File: config.mk
export PLATFORM = sky130hd
export DESIGN_NAME = ir_transmitter_flat
export DESIGN_NICKNAME = d
export VERILOG_FILES = /design/src/rtl/ir_transmitter_if.sv /design/src/rtl/ir_transmitter.sv /design/src/flat_wrapper.sv
export SDC_FILE = /design/constraint.sdc
export NUM_CORES = 1
export LEC_CHECK = 0
export CORE_AREA = 2 2 84 102
export CTS_CLUSTER_DIAMETER = 80
export CTS_CLUSTER_SIZE = 8
export DETAILED_ROUTE_END_ITERATION = 6
export DIE_AREA = 0 0 86 104
export GPL_TIMING_DRIVEN = 0
export MAX_ROUTING_LAYER = met4
export PLACE_DENSITY = 0.84
export SLEW_MARGIN = 15
export SYNTH_ARGS = -nofsm -noshare
export SYNTH_HDL_FRONTEND = slang
export SYNTH_SLANG_ARGS = --single-unit
File: constraint.sdc
create_clock -name csi_clk -period 2.93 [get_ports csi_clk]
set_input_delay 0.7325 -clock csi_clk [delete_from_list [all_inputs] [get_ports csi_clk]]
set_output_delay 0.7325 -clock csi_clk [all_outputs]
set_load 0.005 [all_outputs]
File: src/rtl/ir_transmitter_if.sv
// Avalon-MM slave bus bundle for the NEC IR transmitter.
interface ir_transmitter_if;
  logic        avs_s1_cs_n;
  logic        avs_s1_address;
  logic        avs_s1_read;
  logic        avs_s1_write;
  logic [31:0] avs_s1_writedata;
  logic [31:0] avs_s1_readdata;
  logic        avs_s1_irq;

  modport master (
    output avs_s1_cs_n, avs_s1_address, avs_s1_read, avs_s1_write, avs_s1_writedata,
    input  avs_s1_readdata, avs_s1_irq
  );

  modport slave (
    input  avs_s1_cs_n, avs_s1_address, avs_s1_read, avs_s1_write, avs_s1_writedata,
    output avs_s1_readdata, avs_s1_irq
  );
endinterface

File: src/rtl/ir_transmitter.sv
// NEC-protocol IR transmitter: a DATA write launches a 32-bit frame
// (lead mark/space, 32 LSB-first pulse-distance bits, stop mark) on a
// carrier-modulated LED output. CTRL/STATUS register for irq/done/overrun.
module ir_transmitter #(
  parameter int unsigned UNIT_CYCLES  = 28125,
  parameter int unsigned CARRIER_HALF = 658
) (
  input  logic             csi_clk,
  input  logic             csi_reset_n,
  ir_transmitter_if.slave  avs_s1,
  output logic             coe_ir_tx
);

  localparam int unsigned UCW = (UNIT_CYCLES  > 1) ? $clog2(UNIT_CYCLES)  : 1;
  localparam int unsigned CCW = (CARRIER_HALF > 1) ? $clog2(CARRIER_HALF) : 1;

  localparam logic [2:0] IDLE       = 3'd0;
  localparam logic [2:0] LEAD_MARK  = 3'd1;
  localparam logic [2:0] LEAD_SPACE = 3'd2;
  localparam logic [2:0] BIT_MARK   = 3'd3;
  localparam logic [2:0] BIT_SPACE  = 3'd4;
  localparam logic [2:0] STOP_MARK  = 3'd5;

  logic [2:0]     state_q, state_d;
  logic [31:0]    frame_q, frame_d;
  logic [4:0]     bit_idx_q, bit_idx_d;
  logic [UCW-1:0] cyc_q, cyc_d;
  logic [4:0]     unit_q, unit_d;
  logic [CCW-1:0] car_q, car_d;
  logic           tx_q, tx_d;
  logic           done_q, done_d;
  logic           ovr_q, ovr_d;
  logic           irq_en_q, irq_en_d;

  logic       wr_data, wr_ctrl, rd;
  logic       busy, unit_end, state_end, entering, mark_d, done_set;
  logic [4:0] dur_units;

  assign wr_data  = ~avs_s1.avs_s1_cs_n & avs_s1.avs_s1_write & ~avs_s1.avs_s1_address;
  assign wr_ctrl  = ~avs_s1.avs_s1_cs_n & avs_s1.avs_s1_write &  avs_s1.avs_s1_address;
  assign rd       = ~avs_s1.avs_s1_cs_n & avs_s1.avs_s1_read;
  assign busy     = (state_q != IDLE);
  assign unit_end = (cyc_q == UCW'(UNIT_CYCLES - 1));

  // Length in units of the state currently being transmitted
  always_comb begin
    dur_units = 5'd1;
    case (state_q)
      LEAD_MARK:  dur_units = 5'd16;
      LEAD_SPACE: dur_units = 5'd8;
      BIT_SPACE:  dur_units = frame_q[bit_idx_q] ? 5'd3 : 5'd1;
      default:    dur_units = 5'd1;
    endcase
  end

  assign state_end = unit_end && (unit_q == dur_units - 5'd1);

  // Frame sequencing; a write while not IDLE (including the last STOP_MARK cycle) never starts a frame
  always_comb begin
    state_d   = state_q;
    frame_d   = frame_q;
    bit_idx_d = bit_idx_q;
    done_set  = 1'b0;
    case (state_q)
      IDLE: begin
        if (wr_data) begin
          state_d   = LEAD_MARK;
          frame_d   = avs_s1.avs_s1_writedata;
          bit_idx_d = '0;
        end
      end
      LEAD_MARK:  if (state_end) state_d = LEAD_SPACE;
      LEAD_SPACE: if (state_end) state_d = BIT_MARK;
      BIT_MARK:   if (state_end) state_d = BIT_SPACE;
      BIT_SPACE: begin
        if (state_end) begin
          bit_idx_d = bit_idx_q + 5'd1;
          state_d   = (bit_idx_q == 5'd31) ? STOP_MARK : BIT_MARK;
        end
      end
      STOP_MARK: begin
        if (state_end) begin
          state_d  = IDLE;
          done_set = 1'b1;
        end
      end
      default: state_d = IDLE;
    endcase
  end

  assign entering = (state_d != state_q);
  assign mark_d   = (state_d == LEAD_MARK) || (state_d == BIT_MARK) || (state_d == STOP_MARK);

  // Unit timing counters restart on every state entry
  always_comb begin
    cyc_d  = cyc_q;
    unit_d = unit_q;
    if (entering || !busy) begin
      cyc_d  = '0;
      unit_d = '0;
    end else if (unit_end) begin
      cyc_d  = '0;
      unit_d = unit_q + 5'd1;
    end else begin
      cyc_d  = cyc_q + UCW'(1);
    end
  end

  // Carrier generation; computed from the next state so the output register tracks state entry exactly
  always_comb begin
    car_d = car_q;
    tx_d  = tx_q;
    if (!mark_d) begin
      car_d = '0;
      tx_d  = 1'b0;
    end else if (entering) begin
      car_d = '0;
      tx_d  = 1'b1;
    end else if (car_q == CCW'(CARRIER_HALF - 1)) begin
      car_d = '0;
      tx_d  = ~tx_q;
    end else begin
      car_d = car_q + CCW'(1);
    end
  end

  // Sticky flags: a set in the same cycle as a clear wins
  always_comb begin
    irq_en_d = wr_ctrl ? avs_s1.avs_s1_writedata[8] : irq_en_q;
    done_d   = (done_q & ~(wr_ctrl & avs_s1.avs_s1_writedata[1])) | done_set;
    ovr_d    = (ovr_q  & ~(wr_ctrl & avs_s1.avs_s1_writedata[2])) | (wr_data & busy);
  end

  // State and datapath registers
  always_ff @(posedge csi_clk or negedge csi_reset_n) begin
    if (!csi_reset_n) begin
      state_q   <= IDLE;
      frame_q   <= '0;
      bit_idx_q <= '0;
      cyc_q     <= '0;
      unit_q    <= '0;
      car_q     <= '0;
      tx_q      <= 1'b0;
      done_q    <= 1'b0;
      ovr_q     <= 1'b0;
      irq_en_q  <= 1'b0;
    end else begin
      state_q   <= state_d;
      frame_q   <= frame_d;
      bit_idx_q <= bit_idx_d;
      cyc_q     <= cyc_d;
      unit_q    <= unit_d;
      car_q     <= car_d;
      tx_q      <= tx_d;
      done_q    <= done_d;
      ovr_q     <= ovr_d;
      irq_en_q  <= irq_en_d;
    end
  end

  // Zero-latency read mux; all sources are registers, so it reads 0 under reset
  always_comb begin
    avs_s1.avs_s1_readdata = '0;
    if (rd) begin
      if (avs_s1.avs_s1_address)
        avs_s1.avs_s1_readdata = {23'd0, irq_en_q, 5'd0, ovr_q, done_q, busy};
      else
        avs_s1.avs_s1_readdata = frame_q;
    end
  end

  assign avs_s1.avs_s1_irq = done_q & irq_en_q;
  assign coe_ir_tx         = tx_q;

endmodule

File: src/flat_wrapper.sv
// flat-port wrapper written by rule: the top's interface ports become plain ports
module ir_transmitter_flat 
#(
  parameter int unsigned UNIT_CYCLES  = 28125,
  parameter int unsigned CARRIER_HALF = 658
)
  (csi_clk, csi_reset_n, coe_ir_tx, avs_s1_avs_s1_cs_n, avs_s1_avs_s1_address, avs_s1_avs_s1_read, avs_s1_avs_s1_write, avs_s1_avs_s1_writedata, avs_s1_avs_s1_readdata, avs_s1_avs_s1_irq);
  ir_transmitter_if avs_s1_i ();
  input  logic csi_clk;
  input  logic csi_reset_n;
  output logic coe_ir_tx;
  input wire logic [$bits(avs_s1_i.avs_s1_cs_n)-1:0] avs_s1_avs_s1_cs_n;
  input wire logic [$bits(avs_s1_i.avs_s1_address)-1:0] avs_s1_avs_s1_address;
  input wire logic [$bits(avs_s1_i.avs_s1_read)-1:0] avs_s1_avs_s1_read;
  input wire logic [$bits(avs_s1_i.avs_s1_write)-1:0] avs_s1_avs_s1_write;
  input wire logic [$bits(avs_s1_i.avs_s1_writedata)-1:0] avs_s1_avs_s1_writedata;
  output wire logic [$bits(avs_s1_i.avs_s1_readdata)-1:0] avs_s1_avs_s1_readdata;
  output wire logic [$bits(avs_s1_i.avs_s1_irq)-1:0] avs_s1_avs_s1_irq;
  assign avs_s1_i.avs_s1_cs_n = avs_s1_avs_s1_cs_n;
  assign avs_s1_i.avs_s1_address = avs_s1_avs_s1_address;
  assign avs_s1_i.avs_s1_read = avs_s1_avs_s1_read;
  assign avs_s1_i.avs_s1_write = avs_s1_avs_s1_write;
  assign avs_s1_i.avs_s1_writedata = avs_s1_avs_s1_writedata;
  assign avs_s1_avs_s1_readdata = avs_s1_i.avs_s1_readdata;
  assign avs_s1_avs_s1_irq = avs_s1_i.avs_s1_irq;
  ir_transmitter #(.UNIT_CYCLES(UNIT_CYCLES), .CARRIER_HALF(CARRIER_HALF)) u_core (.csi_clk(csi_clk), .csi_reset_n(csi_reset_n), .avs_s1(avs_s1_i), .coe_ir_tx(coe_ir_tx));
endmodule
== After elaboration in Yosys (flattened, before gate mapping) ==
Index checks and enable logic that the tools add are counted.
Cells by class
  bitwise gates (word level): 17
  reduce and logical (&&, ||, !) cells: 11
  add/sub/neg operators: 5
  eq/ne operators: 16
  order comparisons: 1
  muxes and demuxes: 29
Operators with widths (number)
  $mux 32: 2
  $mux 10: 3
  $mux 15: 2
  $mux 3: 7
  $mux 5: 4
  $pmux 3 s6: 1
  $add 15x1->15 const B: 1
  $eq 15x15->1 const B: 1
  $pmux 5 s3: 1
  $add 10x1->10 const B: 1
  $add 5x1->5 const B: 2
  $and 1x1->1: 10
  $eq 10x10->1 const B: 1
  $pmux 5 s2: 1
  $eq 3x2->1 const B: 3
  $eq 3x3->1 const B: 3
  $eq 3x1->1 const B: 2
  $lt 5x6->1 const B: 1
  $mux 1: 6
  $bmux 1 s5: 1
  $eq 5x5->1: 1
  $eq 5x5->1 const B: 1
  $not 1->1: 5
  $sub 5x1->5 const B: 1
  other kinds (13): 18
Storage, ports and cells
  register bits after elaboration: 74
  output and inout bits: 34

== Depth between registers and ports, before layout ==
Gate-level depths: netlist of the first run.
  depth in word-level cells: 13
  gate-level depth with buffers: 12
  gate-level depth less buffers: 11

== Worst setup path after synthesis of the first run ==
No wires, ideal clock.
  kind: flip-flop to flip-flop
  start point: register u_core.state_q[1]
  end point: register u_core.bit_idx_q[3]
  path slack: 549 ps
  stages on the path, launching flop included: 11
  clock period less this slack: 2381 ps
  buffers on the path: 1
  data required time: 2853 ps
  data arrival time: 2304 ps
  cells stage by stage: dfrtp_1 buf_2 xnor2_1 nor2_1 ha_1 xor2_1 xnor2_1 o2111a_2 nand2_1 or4_1 a21oi_1
Between the ends
  word-level cells in the longest chain between the ends: 7
Ends and longest elaborated chain
  start: declaration: line ir_transmitter.sv:24  | logic [2:0] state_q, state_d;
  start signal: assignment: line ir_transmitter.sv:148  | state_q <= state_d;
  $eq 3x3->1 (tied with other cells): line ir_transmitter.sv:48, ir_transmitter.sv:64
  $pmux 5 s3: line ir_transmitter.sv:48  | case (state_q)
  $sub 5x1->5: line ir_transmitter.sv:56  | assign state_end = unit_end && (unit_q == dur_units - 5'd1);
  $eq 5x5->1: line ir_transmitter.sv:56
  $logic_and 1x1->1: line ir_transmitter.sv:56
  $ne 2x1->1 (no line)
  $reduce_and 3->1 (no line)
  end signal: assignment: line ir_transmitter.sv:150  | bit_idx_q <= bit_idx_d;
  end: declaration: line ir_transmitter.sv:26  | logic [4:0] bit_idx_q, bit_idx_d;
Several ways; a longest one is shown, not always the timed one.
A chain may end at the register's enable or synchronous reset.

== Worst setup path in the final report of the first run ==
  start point: register u_core.state_q[2]
  end point: output avs_s1_avs_s1_readdata[0]
Between the ends
  word-level cells in the longest chain between the ends: 3
Ends and longest elaborated chain
  $reduce_bool 3->1: line ir_transmitter.sv:42  | assign busy = (state_q != IDLE);
  $mux 32: line ir_transmitter.sv:165  | if (avs_s1.avs_s1_address)
  $mux 32: line ir_transmitter.sv:164  | if (rd) begin
  end: declaration: line flat_wrapper.sv:17  | output wire logic [$bits(avs_s1_i.avs_s1_readdata)-1:0] avs_s1_avs_s1_readdata;
Every way passes these cells.

==> key figures, run 1 <==
Logic synthesis
  • Asr flop ratio synth: 100.0%
  • Seq cells post-synth: 74
  • Netlist Area Pre-Place: 4081 um2
  • Main synth FF type: dfrtp_1
  • Yosys top cell area share: 45.37%
  • Yosys warns: 0
  • Netlist cell types: 51
  • Seq/Total Area, Yosys: 45.37%
  • Post-Syn Area per Cell: 8.990 um2
  • Post-synth top area cell: dfrtp_1
  • Synth top cells by count: 118 x nand2_1, 74 x dfrtp_1, 44 x nor2_1
  • Cells after synthesis: 454
  • Syn_nets: 500
  • Most common cell in the netlist: nand2_1
  • Post-synth EDFFs: 0
  • Synth area leaders: dfrtp_1 45%, nand2_1 11%, mux2i_1 5.6%

Clocking
  • CTS Hold Bufs: 0
  • Htree depth: 3
  • Max Buffers Root-to-Sink: 2
  • Clk root buf: clkbuf_8
  • Sink Count: 74
  • Clock transition at path regs: 0.08 ns
  • CTS tree: yes
  • Worst-skew pair later-pin latency: 0.34 ns
  • CTS buffer count: 9

Global routing
  • Initial antenna violation count: 0
  • Vias in the first global route: 3,580
  • Largest net degree at the start of global routing: 42
  • Grt total ovfl: 0
  • Gr usage total: 23.53%
  • Global-route wire length before repair: 16,480 um

Worst setup path
  • Register-to-register setup slack: 0.28 ns
  • Worst-path maximum fanout: 10
  • WP data arrival: 2.10 ns
  • Worst Setup Path Type: reg -> out
  • Critical path required time: 2.20 ns
  • Critical Path Start Type: flop
  • CP endpoint kind: output pin

Timing
  • Skew final: 0.01213 ns
  • Crit path time final: 2.835 ns
  • Fin crit share: 96.77%
  • Final Hold Viols: 0
  • Slew Limit Fails: 0
  • Smallest hold slack: 0.3370 ns
  • Tightest Pin Transition: 0.4670 ns
  • Finish-stage setup viols: 0
  • Setup ws final: 0.09454 ns
  • Slew headroom: 68.06%
  • Top achievable clock speed: 0.3527 GHz
  • RSZ-0062 raised after global routing: false

Placement
  • Pre-CTS setup slack: -0.7376 ns
  • IO buf count: 70
  • Post-DP HPWL: 6813 um
  • Gpl congestion: 0.9052

Power
  • Sw Pwr: 0.0009895 W
  • Switching share of power: 30.79%
  • Logic pwr share: 24.4%
  • Register share of total power: 46.2%
  • Total Power: 0.003214 W
  • Int Power: 0.002224 W
  • IR Drop Worst-Case VDD: 237.9 uV
  • Share of power burned in the clock network: 29.4%
  • Power density over cell area: 614.9 nW/um2
  • Leakage: 2.542 nW

Finish
  • Fill cells: 619
  • Nets: 590
  • Multi-input gate area: 2079 um2
  • Layout cells sized above 1: 9.307%
  • Register Area: 1852 um2
  • Area growth from synthesis to layout: 28.05%
  • N_diodes: 0

Hold path
  • Worst hold path class: in -> async

Run
  • Max cap viols: 0

Die
  • Row count: 36
  • # IOs: 72
  • Die width: 86 um
  • Die H: 104 um
  • Core ar.: 7973 um2
  • Die area: 8944 um2
  • Initial Util: 51.19%

Routing
  • DRT Wirelength: 9685 um
  • Post-route ant nets: 0
  • Starting DRC count in detailed routing: 190
  • Remaining DRCs: 0
  • DR WL/cell: 15.06 um
  • DRT Pass-1 Iters: 4
  • Vias/cell: 5.331
  • Via count: 3,428

Run status
  • Status: completed
placed cells by master (no fill, tap or decap), types with 5 or more instances in the layout:
master           count
buf_4                8
nand2_1            118
nor2_1              43
xor2_1              18
and2_1              30
inv_1                9
and3_1              10
nand4_1              5
clkbuf_1             7
a21oi_1             11
dfrtp_1             74
dlygate4sd2_1       27
ha_1                 8
xnor2_1             14
clkbuf_8            14
clkdlybuf4s50_1     41
mux2i_1             23
nand3_1             19
kinds of logic (layout without fill, tap and decap cells):
group | after synthesis | after routing | share of synthesized area [%]
muxes | 24 | 24 | 5.917
AOI/OAI and AO/OA | 33 | 33 | 5.794
and+or+nand+nor | 253 | 253 | 29.15
adders and majority gates | 8 | 8 | 2.453
xor gates and xnor gates | 33 | 33 | 7.266
DFF | 74 | 74 | 45.37
buffers and inverters | 29 | 123 | 4.046
layout make-up:
class,instances,area share [%]
clock buffers,10,2.633
well taps,95,2.274
multi-input cells,351,39.79
plain buffers,19,2.849
flip-flops and latches,74,35.43
repair buffers,79,14.34
clock inverters,5,1.963
inverters,10,0.7182
state kept, by name (all words and copies together), names as in the netlist:
name              count
u_core.bit_idx_q      5
u_core.car_q         10
u_core.coe_ir_tx      1
u_core.cyc_q         15
u_core.done_q         1
u_core.frame_q       32
u_core.irq_en_q       1
u_core.ovr_q          1
u_core.state_q        3
u_core.unit_q         5
stage by stage:
step | instance area [um2] | cells | utilization (%) | TNS, ns
floorplan | 4081 | 454 | - | 0
global placement | 4901 | 619 | 61.47 | -114.07
detailed placement | 4918 | 620 | 61.69 | -16.39
CTS | 5218 | 642 | 65.44 | 0
global route | 5226 | 643 | 65.55 | 0
finish | 5226 | 643 | 65.55 | 0
repair_timing:
item,4_1_cts,5_1_grt
endpoints found under the setup margin,28,13
gates resized for setup,43,2
gates cloned,1,0
pin swaps,1,1
setup buffers,6,1
layer usage:
metal | vias to the layer above | wire length (um) | track usage (%)
met3 | 15 | 495 | 4.603
met1 | 1630 | 4001 | 27.48
met2 | 98 | 4979 | 39.48
li1 | 1685 | - | -
met5 | - | 0 | -
met4 | 0 | 208 | 9.297
worst paths after layout:
path | start | endpoint | depth (start not counted)
min in group csi_clk | u_core.frame_q[31]$_DFFE_PN0P_ | u_core.frame_q[31]$_DFFE_PN0P_ | 2
hold / removal | csi_reset_n | u_core.frame_q[12]$_DFFE_PN0P_ | 1
max in group asynchronous | csi_reset_n | u_core.unit_q[4]$_DFFE_PN0P_ | 2
hold reg to reg | u_core.frame_q[31]$_DFFE_PN0P_ | u_core.frame_q[31]$_DFFE_PN0P_ | 2
setup / recovery | u_core.state_q[2]$_DFF_PN0_ | avs_s1_avs_s1_readdata[0] | 4
setup reg to reg | u_core.state_q[2]$_DFF_PN0_ | u_core.coe_ir_tx$_DFFE_PN0P_ | 10
worst max-delay path: stages (launching register included):
cell             delay [ns]
dfrtp_1                0.44
clkbuf_1               0.36
nor3_1                 0.18
a211oi_1               0.26
clkdlybuf4s50_1        0.54
power groups by stage:
stage	sequential (W)	clock, W	combinational, W
detailed placement	0.00149	0	0.000777
finish	0.00149	0.000944	0.000784
global route	0.00153	0.00100	0.000886
floorplan	0.00143	0	0.000512
global placement	0.00147	0	0.000742
CTS	0.00147	0.000964	0.000777
No activity file was read; power rests on OpenSTA's default activity.
==> run 2: changes to the inputs <==
ABC_CLOCK_PERIOD_IN_PS = 2930   (was default)
CAP_MARGIN = 20   (was default)
==> results of run 2 <==
No change in the layout: final DEF, timing and power equal those of run 1.
==> run 3: changes to the inputs <==
CTS_CLUSTER_SIZE = 20   (was 8)
TNS_END_PERCENT = 30   (was default)
==> run 3 against run 2 <==
  * Combinational power barely moved
  * Via count increased by 0.20%
  * Setup slack improved by 0.00067 ns
  * Non-clock buffer count decreased by 1
  * Critical path type unchanged
  * Sequential power is essentially flat
  * Cell area is essentially flat
  * Final cell count decreased by 0.16%
  * Global-route usage is 0.16 points lower
  * Sequential cell count did not move
  * Clock skew up 0.0029 ns
==> key figures, run 3 (same netlist as run 1, synthesis figures left out) <==
Worst setup path
  • Worst r2r src: u_core.state_q[2]$_DFF_PN0_
  • WP data arrival: 2.10 ns
  • Worst Setup Path Type: reg -> out
  • R2R Path End: u_core.coe_ir_tx$_DFFE_PN0P_
  • Register-to-register setup slack: 0.27 ns
  • Critical path required time: 2.20 ns
  • CP endpoint kind: output pin
  • R2r worst-path depth: 10
  • Worst-path maximum fanout: 10
  • Critical Path Start Type: flop

Run
  • Max cap viols: 0

Finish
  • Max FFs per register: 32
  • Most frequent cells in the layout: 118 x nand2_1, 74 x dfrtp_1, 43 x nor2_1, 43 x clkdlybuf4s50_1, 30 x and2_1
  • Post-route design area: 5221 um2
  • Area growth from synthesis to layout: 27.93%
  • Layout cells sized above 1: 9.141%
  • Commonest non-fill, non-tap cell in the layout: nand2_1
  • Nets: 589
  • Largest register by flop count: u_core.frame_q
  • Top Registers: u_core.frame_q (32), u_core.cyc_q (15), u_core.car_q (10)
  • Multi-input gate area: 2079 um2
  • N_diodes: 0
  • Fill cells: 619
  • Register Area: 1852 um2
  • Core Util, Final: 65.49%

Global routing
  • Largest net degree at the start of global routing: 42
  • Gr usage total: 23.36%
  • Vias in the first global route: 3,555
  • Initial antenna violation count: 0
  • Global-route wire length before repair: 16,370 um
  • Grt total ovfl: 0

Routing
  • Vias/cell: 5.350
  • Via count: 3,435
  • DRT Wirelength: 9659 um
  • Starting DRC count in detailed routing: 226
  • Remaining DRCs: 0
  • DR WL/cell: 15.05 um
  • DRT Pass-1 Iters: 4
  • Post-route ant nets: 0

Timing
  • Skew final: 0.01499 ns
  • Slew headroom: 67.60%
  • Slew Limit Fails: 0
  • Tightest Pin Transition: 0.4738 ns
  • Fin crit share: 96.75%
  • Top achievable clock speed: 0.3528 GHz
  • Finish-stage setup viols: 0
  • Setup ws final: 0.09521 ns
  • Final TNS setup: 0 ns
  • RSZ-0062 raised after global routing: false
  • Crit path time final: 2.835 ns
  • Final Hold Viols: 0

Die
  • Die H: 104 um
  • Initial Util: 51.19%
  • Die area: 8944 um2
  • Die width: 86 um
  • # IOs: 72
  • Core ar.: 7973 um2
  • Row count: 36

Power
  • Switching share of power: 30.84%
  • Share of power burned in the clock network: 29.5%
  • Logic pwr share: 24.4%
  • Power density over cell area: 616.1 nW/um2
  • IR Drop Worst-Case VDD: 237.7 uV
  • Register share of total power: 46.2%
  • Leakage: 2.528 nW
  • Int Power: 0.002225 W
  • Sw Pwr: 0.0009920 W

Clocking
  • CTS buffer count: 9
  • Sink Count: 74
  • CTS tree: yes
  • Max Buffers Root-to-Sink: 2
  • Clk root buf: clkbuf_8
  • Worst-skew pair later-pin latency: 0.34 ns
  • Clock transition at path regs: 0.08 ns
  • Htree depth: 3
  • CTS Hold Bufs: 0

Placement
  • Post-DP HPWL: 6813 um
  • IO buf count: 70
  • Gpl congestion: 0.9052
  • DP Area: 4918 um2
  • Pre-CTS setup slack: -0.7376 ns

Hold path
  • Worst hold path class: in -> async

Run status
  • Status: completed
-- run 3: cell count changes in the layout (fill, tap and decap cells not counted) --
cell             change
buf_4                -1
clkdlybuf4s50_1      +2
dlygate4sd2_1        -2
-- run 3: how the worst max path moves through the flow --
stage,from,endpoint,cells past startpoint
after global routing,u_core.state_q[2]$_DFF_PN0_,avs_s1_avs_s1_readdata[0],4
after CTS,avs_s1_avs_s1_address,avs_s1_avs_s1_readdata[25],7
after global placement,csi_reset_n,u_core.car_q[1]$_DFF_PN0_,1
after detailed placement,avs_s1_avs_s1_cs_n,avs_s1_avs_s1_readdata[24],6
final,u_core.state_q[2]$_DFF_PN0_,avs_s1_avs_s1_readdata[0],4
after floorplan,u_core.state_q[1]$_DFF_PN0_,u_core.bit_idx_q[3]$_DFFE_PN0P_,10
-- run 3: power by group through the flow --
| stage | sequential [W] | combinational, W | clock, W |
|---|---|---|---|
| 4_1_cts | 0.00147 | 0.000778 | 0.000964 |
| 5_1_grt | 0.00153 | 0.000883 | 0.00101 |
| 2_1_floorplan | 0.00143 | 0.000512 | 0 |
| 3_3_place_gp | 0.00147 | 0.000742 | 0 |
| 6_report | 0.00149 | 0.000783 | 0.000948 |
| 3_5_place_dp | 0.00149 | 0.000777 | 0 |
-- run 3: metal layers --
metal / vias to the layer above / track usage (%) / part of all wire, %
li1: 1681 / - / -
met1: 1624 / 27.45 / 41
met2: 107 / 38.48 / 51
met3: 23 / 4.921 / 5.4
met4: 0 / 9.864 / 2.6
met5: - / - / 0
-- run 3: per-stage QoR --
stage          hold WS (ns)  instances  total power [W]
2_1_floorplan        0.4369        454         0.001942
3_3_place_gp         0.4742        619         0.002212
3_5_place_dp         0.4793        620         0.002268
4_1_cts              0.3401        641         0.003217
5_1_grt              0.3554        642         0.003414
6_report             0.3414        642         0.003217
-- run 3: worst max-delay path: stages, from the launching register on --
cell and delay [ns]:
dfrtp_1 0.43, clkbuf_1 0.36, nor3_1 0.17, a211oi_1 0.26, clkdlybuf4s50_1 0.54
-- run 3: repair_timing --
action / CTS / global route
endpoints found under the setup margin: 28 / 11
gates resized for setup: 41 / 2
cloned: 1 / 0
pin swaps: 1 / 1
setup buffers: 5 / 1
-- run 3: final cells by class --
type | instances | area share [%]
multi-input combinational | 351 | 39.83
sequential | 74 | 35.47
timing repair buffer | 78 | 14.26
buffer | 19 | 2.852
clock buffer | 10 | 2.636
tap | 95 | 2.277
clock inverter | 5 | 1.965
inverter | 10 | 0.7189
==> RTL edit 1 (settings of run 1) <==
Register the output `avs_s1.avs_s1_irq`; this adds one clock of latency there.
--- a/src/rtl/ir_transmitter.sv
+++ b/src/rtl/ir_transmitter.sv
@@ -169,7 +169,9 @@
     end
   end
 
-  assign avs_s1.avs_s1_irq = done_q & irq_en_q;
+  always_ff @(posedge csi_clk) begin
+    avs_s1.avs_s1_irq <= done_q & irq_en_q;
+  end
   assign coe_ir_tx         = tx_q;
 
 endmodule
Formal check against the unedited RTL: no difference found for any inputs over 10 cycles, from zero or initial values and one cycle with csi_reset_n low; that may be too few to reach the edited logic, so the function may still have changed.
==> RTL edit 1 against run 1 <==
Core utilization decreased by 0.094 points; sequential cell count increased by 1; worst setup slack gained 0.030 ns; synthesized area grew 0.49%; combinational power down 1%; power down 5.2%; design area decreased by 0.14%; die area unchanged; non-clock buffer count increased by 1; wire length is 1.6% lower; critical endpoint is now avs_s1_avs_s1_readdata[22]; largest power group unchanged.
==> RTL edit 1: results (changes against run 1) <==
| Metric | Value |
|---|---|
| Final HPWL DP | `6870 um (+0.78%)` |
| XOR/XNOR Fraction of Synth Area | `7.23% (-0.035 points)` |
| Peak supply drop | `0.364 mV (+53%)` |
| Top flop regs | `u_core.frame_q x32, u_core.cyc_q x15, u_core.car_q x10` |
| GRT Overall Usage | `23.3% (-0.24 points)` |
| Worst clock skew | `0.0117 ns (-0.000467 ns)` |
| Synth Area in Compound Gates | `5.77% (-0.028 points)` |
| CP max FO | `10 (unchanged)` |
| Synth async-reset ratio | `98.7% (-1.3 points)` |
| Status | `complete, no violations` |
| H-tree levels | `3 (unchanged)` |
| Largest cells by area after synthesis | `dfrtp_1, nand2_1, mux2i_1` |
| CP max stage cell | `clkbuf_1` |
| Met1 Track Usage GR | `27.4% (-0.057 points)` |
| Mux cell area share after synthesis | `5.89% (-0.029 points)` |
| # nets final | `592 (+0.34%)` |
| Largest delay contributor family on the critical path | `buffers and inverters` |
| Library cells used by synthesis | `52 (+2.0%)` |
| Critical Path Max Stage Delay | `0.39 ns (-0.15 ns)` |
| Post-Synth Adder-Cell Area | `2.44% (-0.012 points)` |
| Slew @ Worst Pin | `0.515 ns (+0.0482 ns)` |
| Post-synth net total | `501 (+0.20%)` |
| Gpl congestion | `0.919 (+1.5%)` |
| Number of global-route vias before repair | `3488 (-2.6%)` |
| Setup ws final | `0.125 ns (+0.0300 ns)` |
| Layout cells sized above 1 | `8.53% (-0.78 points)` |
| Filler instances | `639 (+3.2%)` |
| Leakage | `2.53 nW (-0.62%)` |
| DR iter-0 viols | `166 (-13%)` |
| CTS buffer count | `9 (unchanged)` |
| Setup WS pre-CTS | `-0.758 ns (-0.0204 ns)` |
| Routed WL | `9530 um (-1.6%)` |
| Sequential element share of the synthesized area | `45.6% (+0.27 points)` |
| Critical Path AT | `2.07 ns (-0.03 ns)` |
| Grt met3 use | `5.71% (+1.1 points)` |
| Switching Fraction | `31.8% (+1.0 points)` |
| First-pass GRT wire length | `16300 um (-1.2%)` |
| Largest net degree at the start of global routing | `40 (-4.8%)` |
| Min-delay worst type | `in -> async` |
| Met2 Usage GRT | `38.2% (-1.3 points)` |
| Clk Latency, worst-skew pair | `0.35 ns` |
| Via/cell ratio | `5.36 (+0.55%)` |
-- RTL edit 1: path summary, 6_finish.rpt --
| kind | from | to | cells past startpoint |
|---|---|---|---|
| setup / recovery | avs_s1_avs_s1_address | avs_s1_avs_s1_readdata[22] | 7 |
| hold / removal | csi_reset_n | u_core.frame_q[13] | 1 |
| setup reg to reg | u_core.state_q[1] | u_core.bit_idx_q[3] | 10 |
| hold reg to reg | u_core.irq_en_q | u_core.avs_s1.avs_s1_irq | 1 |
| max in group asynchronous | csi_reset_n | u_core.cyc_q[13] | 2 |
| min in group csi_clk | u_core.irq_en_q | u_core.avs_s1.avs_s1_irq | 1 |
-- RTL edit 1: layout make-up --
type / instances / share of cell area [%]
plain buffers: 19 / 2.83
clock buffers: 14 / 2.92
clock inverters: 2 / 0.671
inverters: 10 / 0.719
multi-input cells: 351 / 39.8
flip-flops and latches: 75 / 35.9
well taps: 95 / 2.28
repair buffers: 80 / 14.9
-- RTL edit 1: kinds of logic (layout without fill, tap and decap cells) --
group / after synthesis / count (layout)
AO/OA/AOI/OAI: 33 / 33
AND/OR/NAND/NOR: 253 / 253
XOR/XNOR: 33 / 33
buffers and inverters: 29 / 125
flip-flops: 75 / 75
multiplexers: 24 / 24
adder cells (fa/ha/maj): 8 / 8
-- RTL edit 1: layer usage --
| metal | vias up | share of wire [%] |
|---|---|---|
| li1 | 1687 | - |
| met1 | 1648 | 41 |
| met2 | 103 | 51 |
| met3 | 25 | 6.1 |
| met4 | 0 | 2.6 |
| met5 | - | 0 |
-- RTL edit 1: through the flow --
step,hold slack [ns],instance area (um2),std cells,utilization [%]
CTS,0.335,5180,643,65.0
floorplan,0.437,4100,455,-
finish,0.324,5220,646,65.5
global placement,0.473,4920,620,61.7
detailed placement,0.484,4940,621,61.9
global route,0.347,5220,646,65.5
-- RTL edit 1: power groups by stage --
stage / registers [mW] / clock network (mW) / logic [mW]
finish: 1.49 / 0.784 / 0.773
CTS: 1.49 / 0.793 / 0.773
detailed placement: 1.50 / 0 / 0.767
global route: 1.53 / 0.837 / 0.873
global placement: 1.48 / 0 / 0.738
floorplan: 1.44 / 0 / 0.512
-- RTL edit 1: repair_timing --
item                       in CTS  in global routing
resized for setup              27                  5
setup buffers                   5                  3
setup endpoints to repair      28                 26
gates cloned                    1                  0
pin swaps                       1                  2
==> RTL edit 2 (settings of run 1) <==
Made on the original files. `UNIT_CYCLES` is set to 28125 in 2 places; all go to 14062.
--- a/src/rtl/ir_transmitter.sv
+++ b/src/rtl/ir_transmitter.sv
@@ -2,7 +2,7 @@
 // (lead mark/space, 32 LSB-first pulse-distance bits, stop mark) on a
 // carrier-modulated LED output. CTRL/STATUS register for irq/done/overrun.
 module ir_transmitter #(
-  parameter int unsigned UNIT_CYCLES  = 28125,
+  parameter int unsigned UNIT_CYCLES  = 14062,
   parameter int unsigned CARRIER_HALF = 658
 ) (
   input  logic             csi_clk,
--- a/src/flat_wrapper.sv
+++ b/src/flat_wrapper.sv
@@ -1,7 +1,7 @@
 // flat-port wrapper written by rule: the top's interface ports become plain ports
 module ir_transmitter_flat 
 #(
-  parameter int unsigned UNIT_CYCLES  = 28125,
+  parameter int unsigned UNIT_CYCLES  = 14062,
   parameter int unsigned CARRIER_HALF = 658
 )
   (csi_clk, csi_reset_n, coe_ir_tx, avs_s1_avs_s1_cs_n, avs_s1_avs_s1_address, avs_s1_avs_s1_read, avs_s1_avs_s1_write, avs_s1_avs_s1_writedata, avs_s1_avs_s1_readdata, avs_s1_avs_s1_irq);
Formal check against the unedited RTL: no difference found for any inputs over 10 cycles, from zero or initial values and one cycle with csi_reset_n low; that may be too few to reach the edited logic, so the function may still have changed.
==> RTL edit 2 against run 1 <==
Clock skew decreased by 0.0013 ns; power fell by 9.3%; synthesized cell count shrank 8.4%; via count decreased by 5.1%; worst setup slack worse by 0.084 ns; synthesized area fell by 3.6%; combinational power is 2% lower; design area down 4.3%; sequential cell count fell by 1; wire length down 6.1%; fmax shrank 2.9%; global-route usage fell by 1.4 points; critical path type is now in -> out; largest power group unchanged.
==> RTL edit 2: results (changes against run 1) <==
| Metric | Value |
|---|---|
| Met1 Track Usage GR | `26.6% (-0.92 points)` |
| Startpoint Class | `input pin` |
| Setup WS pre-CTS | `-0.801 ns (-0.0631 ns)` |
| Top flop regs | `u_core.frame_q x32, u_core.cyc_q x14, u_core.car_q x10` |
| Design Power | `2.92 mW (-9.3%)` |
| Critical Path End | `avs_s1_avs_s1_readdata[22]` |
| Most frequent cells after synthesis | `nand2_1, dfrtp_1, nor2_1, and2_1, xor2_1` |
| Worst R2R Start | `u_core.bit_idx_q[0]` |
| GRT Overall Usage | `22.2% (-1.4 points)` |
| Worst hold margin | `0.341 ns (+0.00419 ns)` |
| Headroom to the max-slew limit | `31.5% (-37 points)` |
| Combinational Power Share | `26.3% (+1.9 points)` |
| Filler instances | `651 (+5.2%)` |
| Number of global-route vias before repair | `3351 (-6.4%)` |
| Reg2reg path depth | `8 (-2)` |
| Via/cell ratio | `5.41 (+1.5%)` |
| RR Endpoint | `u_core.bit_idx_q[3]` |
| Library cells used by synthesis | `47 (-7.8%)` |
| Critical Path Max Stage Delay | `0.52 ns (-0.02 ns)` |
| Placed cell area | `4780 um2 (-2.8%)` |
| Vias | `3253 (-5.1%)` |
| Status | `complete, no violations` |
| Post_cts resized | `13 (-70%)` |
| CP max FO | `5 (-5)` |
| Largest net degree at the start of global routing | `38 (-9.5%)` |
| I/O Buffers | `71 (+1.4%)` |
| Metal2 WL | `4860 um (-2.4%)` |
| Largest cells by area after synthesis | `dfrtp_1, nand2_1, and2_1` |
| Met3 wire len | `355 um (-28%)` |
| Peak Freq | `343 MHz (-2.9%)` |
| Met2 Usage GRT | `38.1% (-1.4 points)` |
| # nets final | `547 (-7.3%)` |
| Final HPWL DP | `6510 um (-4.4%)` |
| R2R Setup Slk | `0.18 ns (-0.10 ns)` |
| Gpl congestion | `0.840 (-7.2%)` |
| Crit path from | `avs_s1_avs_s1_cs_n` |
| Worst clock skew | `0.0109 ns (-0.00128 ns)` |
## RTL edit 2: cell count changes in the layout (fill, tap and decap cells not counted), moves of 6 or more
cell             change
nor2_1               -8
mux2i_1             -12
dlygate4sd2_1       -25
clkbuf_1             +6
a21oi_1              -9
clkdlybuf4s50_1     +25
buf_4                -6
## RTL edit 2: cells by family after synthesis
family	count (synthesis)	share of synthesized area, %
xor gates and xnor gates	29	6.46
AOI/OAI and AO/OA	18	3.79
buffers and inverters	19	2.07
adders and majority gates	8	2.54
and+or+nand+nor	247	30.3
DFF	73	46.4
muxes	22	8.43
## RTL edit 2: layout make-up
| type | instances | area share, % |
|---|---|---|
| inverters | 4 | 0.300 |
| plain buffers | 14 | 1.65 |
| clock inverters | 3 | 0.350 |
| well taps | 95 | 2.38 |
| flip-flops and latches | 73 | 36.5 |
| repair buffers | 75 | 15.0 |
| clock buffers | 13 | 2.78 |
| multi-input cells | 324 | 41.0 |
